<file path="src/rtl/mem_arbiter_ctrl.sv">
// Round-robin arbiter in front of a single-port synchronous RAM.
// One request is in flight at a time: IDLE -> ACCESS -> (WAIT) -> RESP.
module mem_arbiter_ctrl #(
    parameter int DWIDTH     = 32,
    parameter int AWIDTH     = 8,
    parameter int NPORTS     = 2,
    parameter int RD_LATENCY = 1
) (
    input  logic                     clk,
    input  logic                     reset,
    input  logic [NPORTS-1:0]        req_valid,
    input  logic [NPORTS-1:0]        req_rw,
    input  logic [NPORTS*AWIDTH-1:0] req_addr,
    input  logic [NPORTS*DWIDTH-1:0] req_wdata,
    output logic [NPORTS-1:0]        req_ready,
    output logic [NPORTS-1:0]        rsp_valid,
    output logic [DWIDTH-1:0]        rsp_data,
    output logic                     rdEn,
    output logic                     wrEn,
    output logic [AWIDTH-1:0]        Addr,
    output logic [DWIDTH-1:0]        WrData,
    input  logic [DWIDTH-1:0]        RdData
);

    localparam int PW = (NPORTS > 1) ? $clog2(NPORTS) : 1;
    localparam int CW = 3;

    typedef enum logic [1:0] {
        IDLE,
        ACCESS,
        WAIT,
        RESP
    } state_t;

    state_t          state;
    state_t          state_nxt;
    logic [PW-1:0]   ptr;
    logic [PW-1:0]   grant;
    logic [PW-1:0]   port_q;
    logic [PW:0]     idx;
    logic            found;
    logic            accept;
    logic            rw_q;
    logic [CW-1:0]   cnt;

    // Search from ptr upward, wrapping at NPORTS; first requester wins.
    always_comb begin
        found = 1'b0;
        grant = '0;
        idx   = '0;
        for (int i = 0; i < NPORTS; i++) begin
            idx = {1'b0, ptr} + (PW+1)'(i);
            if (idx >= (PW+1)'(NPORTS)) begin
                idx = idx - (PW+1)'(NPORTS);
            end
            if (!found && req_valid[idx[PW-1:0]]) begin
                found = 1'b1;
                grant = idx[PW-1:0];
            end
        end
    end

    assign accept = (state == IDLE) && !reset && found;

    always_ff @(posedge clk) begin
        if (reset) begin
            state <= IDLE;
        end else begin
            state <= state_nxt;
        end
    end

    always_comb begin
        state_nxt = state;
        req_ready = '0;
        rsp_valid = '0;
        rdEn      = 1'b0;
        wrEn      = 1'b0;
        case (state)
            IDLE: begin
                if (accept) begin
                    state_nxt = ACCESS;
                    req_ready = NPORTS'(1) << grant;
                end
            end
            ACCESS: begin
                state_nxt = rw_q ? WAIT : RESP;
                rdEn      = !reset && rw_q;
                wrEn      = !reset && !rw_q;
            end
            WAIT: begin
                if (cnt == '0) begin
                    state_nxt = RESP;
                end
            end
            RESP: begin
                state_nxt = IDLE;
                if (!reset) begin
                    rsp_valid = NPORTS'(1) << port_q;
                end
            end
            default: state_nxt = IDLE;
        endcase
    end

    // Request capture, pointer advance, read-latency countdown and read-data capture.
    always_ff @(posedge clk) begin
        if (reset) begin
            ptr      <= '0;
            port_q   <= '0;
            rw_q     <= 1'b0;
            cnt      <= '0;
            Addr     <= '0;
            WrData   <= '0;
            rsp_data <= '0;
        end else begin
            if (accept) begin
                port_q <= grant;
                rw_q   <= req_rw[grant];
                Addr   <= req_addr[grant*AWIDTH +: AWIDTH];
                WrData <= req_wdata[grant*DWIDTH +: DWIDTH];
                ptr    <= (grant == PW'(NPORTS-1)) ? '0 : grant + PW'(1);
            end
            if (state == ACCESS && rw_q) begin
                cnt <= CW'(RD_LATENCY-1);
            end else if (state == WAIT && cnt != '0) begin
                cnt <= cnt - CW'(1);
            end
            if (state == WAIT && cnt == '0) begin
                rsp_data <= RdData;
            end
        end
    end

endmodule

</file>
<file path="config.mk">
export PLATFORM = sky130hd
export DESIGN_NAME = mem_arbiter_ctrl
export DESIGN_NICKNAME = d
export VERILOG_FILES = /design/src/rtl/mem_arbiter_ctrl.sv
export SDC_FILE = /design/constraint.sdc
export NUM_CORES = 1
export LEC_CHECK = 0
export ABC_AREA = 0
export CORE_MARGIN = 8
export CORE_UTILIZATION = 25
export CTS_CLUSTER_SIZE = 10
export DETAILED_ROUTE_END_ITERATION = 16
export GPL_ROUTABILITY_DRIVEN = 0
export PLACE_DENSITY = 0.66
export SETUP_SLACK_MARGIN = 0.2
export SLEW_MARGIN = 20
export SYNTH_ARGS = -nofsm -noshare
export SYNTH_HDL_FRONTEND = slang
export SYNTH_SLANG_ARGS = --single-unit
</file>
<file path="constraint.sdc">
create_clock -name clk -period 3.6 [get_ports clk]
set_input_delay 0.9 -clock clk [delete_from_list [all_inputs] [get_ports clk]]
set_output_delay 0.9 -clock clk [all_outputs]
set_load 0.02 [all_outputs]
</file>
==> flow_summary.ini <==
[placed_design]
dpl.hpwl_um = 8380
dpl_cell_area_um2 = 5080
port_buffers = 195
post-place-ws_ps = 297

[worst_setup_path]
crit_path_frequent_cell = clkdlybuf4s50_1
slowest_stage = clkdlybuf4s50_1
crit_type = input pin to primary output
ff2ff_setup_slack_ps = 1700
end_kind = primary output
crit_fanout = 3
crit_arrival_ps = 2400
critPathLaunchType = input pin
max_stage_delay_ps = 630
crit_family = buffers and inverters
crit_chain = clkdlybuf4s50_1 -> nand2_1 -> nor3_4 -> clkdlybuf4s50_1
cp_num_buf_inv = 2
required_ps = 2700

[global_routing]
grt_pass1_vias = 3378
antenna_found_initial = 0
overflow = 0
grt_use_total_pct = 13.7
grt_pass1_wl_um = 17600
grt_max_degree = 45

[final_layout]
syn2layout_area_growth_pct = 78.3
final_cell_mix = 194 x clkdlybuf4s50_1, 80 x dfxtp_1, 70 x nand2_1, 45 x nor2_1, 41 x a222oi_1
final_area_um2 = 5440
drive_above_1_share_pct = 6.14
nFillCells = 1192
n_antenna_cell = 0
final_common_cell = clkdlybuf4s50_1
nets = 640

[timing]
rsz0062_at_grt = false
maxSlewHeadroom_pct = 58.4
clock.fmax_mhz = 303
finalSetupTns_ps = 0
slew_violations = 0
worst_slew_pin_slew_ps = 623
setup_slack_ps = 304
hold_viol = 0
finalCritPeriodShare_pct = 91.5
finalSetupViolCount = 0
fin_crit_ps = 3300
skew_ps = 7.25

[pwr]
p_leak_nw = 1.95
ir_drop_v = 0.000447
p_total_w = 0.00346
power_density_nw_per_um2 = 635

[logic_synthesis]
async_reset_ff_share_pct = 0
synth_edf_count = 0
ys_types = 32
synth_area_um2 = 3050
ys_warn_count = 0
syn_inst = 332
ys_ff_latch = 80
yosysSeqAreaShare_pct = 52.5
synth.avg_cell_area_um2 = 9.19
ys.flop_type = dfxtp_1
synth_nets = 456

[detailed_routing]
vias = 3219
drc = 0
wl_met3_um = 1360
met1_length_um = 4450
detail-route-antenna-nets = 0
drt_iter0_drc = 260
routed_wl_um = 11200
highest_layer = met4
drtPass1Iterations = 5
wire_per_inst_um = 16.8
via_per_inst = 4.82
dr_wl_met2_um = 5180

[clock_network]
cts_tree = done
cts_resized = 0
clockRootBuffer = clkbuf_16
cts_max_level = 3
post-cts-setup-buffers = 0
clk_pin_slew_ps = 50
cts_hold_buf = 0
cts_made_buffers = 9
cts_buffer_depth = 2
clk_latency_ps = 330
cts.sinks = 80

[run]
drv_cap = 0

[die]
die-area_um2 = 16000
core_area_um2 = 12000
fp-row-count = 40
fp.dieH_um = 126
pin_count = 196
die_w_um = 126
initial_core_util_pct = 25.5

[hold_path]
hold_class = register to register

[outcome]
status = finished clean
==> power by group <==
group | switching (W) | internal (W)
registers | 0.0000960 | 0.00105
logic | 0.000656 | 0.000577
clock network | 0.000360 | 0.000714
total | 0.00111 | 0.00234
==> stage by stage <==
step | hold slack (ps) | utilization (%) | cells
finish | 451 | 45.5 | 668
global route | 474 | 45.5 | 668
CTS | 455 | 45.5 | 668
detailed placement | 447 | 42.5 | 652
global placement | 443 | 42.5 | 652
floorplan | 464 | - | 332
==> path summary, 6_finish.rpt <==
kind	from	to	cells after the start
worst min register to register	rsp_data[13]$_SDFFE_PP0P_	rsp_data[13]$_SDFFE_PP0P_	2
worst max-delay path	req_valid[1]	req_ready[1]	4
worst min-delay path	rsp_data[13]$_SDFFE_PP0P_	rsp_data[13]$_SDFFE_PP0P_	2
worst max register to register	state[0]$_SDFFE_PP0P_	WrData[30]$_SDFFE_PP0P_	7
==> synth_stat cells (2+ instances only) <==
cell type  count  area [µm²]
a222oi_1      41         410
nor2_1        45         169
buf_2         11        55.1
buf_6          4        45.0
inv_1          4        15.0
nand2_1       70         263
buf_1          3        11.3
nor3b_1        2        15.0
clkbuf_1       8        30.0
dfxtp_1       80        1600
a21oi_1       35         175
buf_4          2        15.0
ha_1           6        75.1
and3_1         3        18.8
==> state kept, by name, summed over array words and instances, names as in the netlist <==
name	flops
rsp_data	32
WrData	32
port_q	1
cnt	3
rw_q	1
state	2
Addr	8
ptr	1
==> per-layer routing <==
layer	vias to the layer above	global-route usage (%)
met5	-	0
met4	0	6.37
met3	17	7.54
met2	142	22.0
met1	1494	14.4
li1	1566	-
==> kinds of logic (layout without fill, tap and decap cells) <==
| logic type | Yosys count | in the layout | synth area share (%) |
|---|---|---|---|
| DFF | 80 | 80 | 52.5 |
| muxes | 1 | 1 | 0.328 |
| adders and majority gates | 6 | 6 | 2.46 |
| buffers and inverters | 34 | 223 | 5.90 |
| xor gates and xnor gates | 1 | 1 | 0.287 |
| and+or+nand+nor | 126 | 126 | 16.9 |
| AOI/OAI and AO/OA | 84 | 84 | 21.7 |
==> worst register-to-register path: stages (launching register included) <==
cell and delay, ps:
dfxtp_1 340, inv_1 120, ha_1 330, nand2_2 110
a211oi_4 180, buf_4 430, a222oi_1 210, nor2_1 120
==> final cells by class <==
type / instances / area (µm²) / share of cell area [%]
Timing Repair Buffer: 201 / 1990 / 36.6
Sequential cell: 80 / 1600 / 29.4
Multi-Input combinational cell: 218 / 1280 / 23.6
Clock buffer: 11 / 253 / 4.64
Tap cell: 147 / 184 / 3.38
Clock inverter: 5 / 103 / 1.89
Inverter: 6 / 23.8 / 0.437
Power figures use the tool's default switching activity.
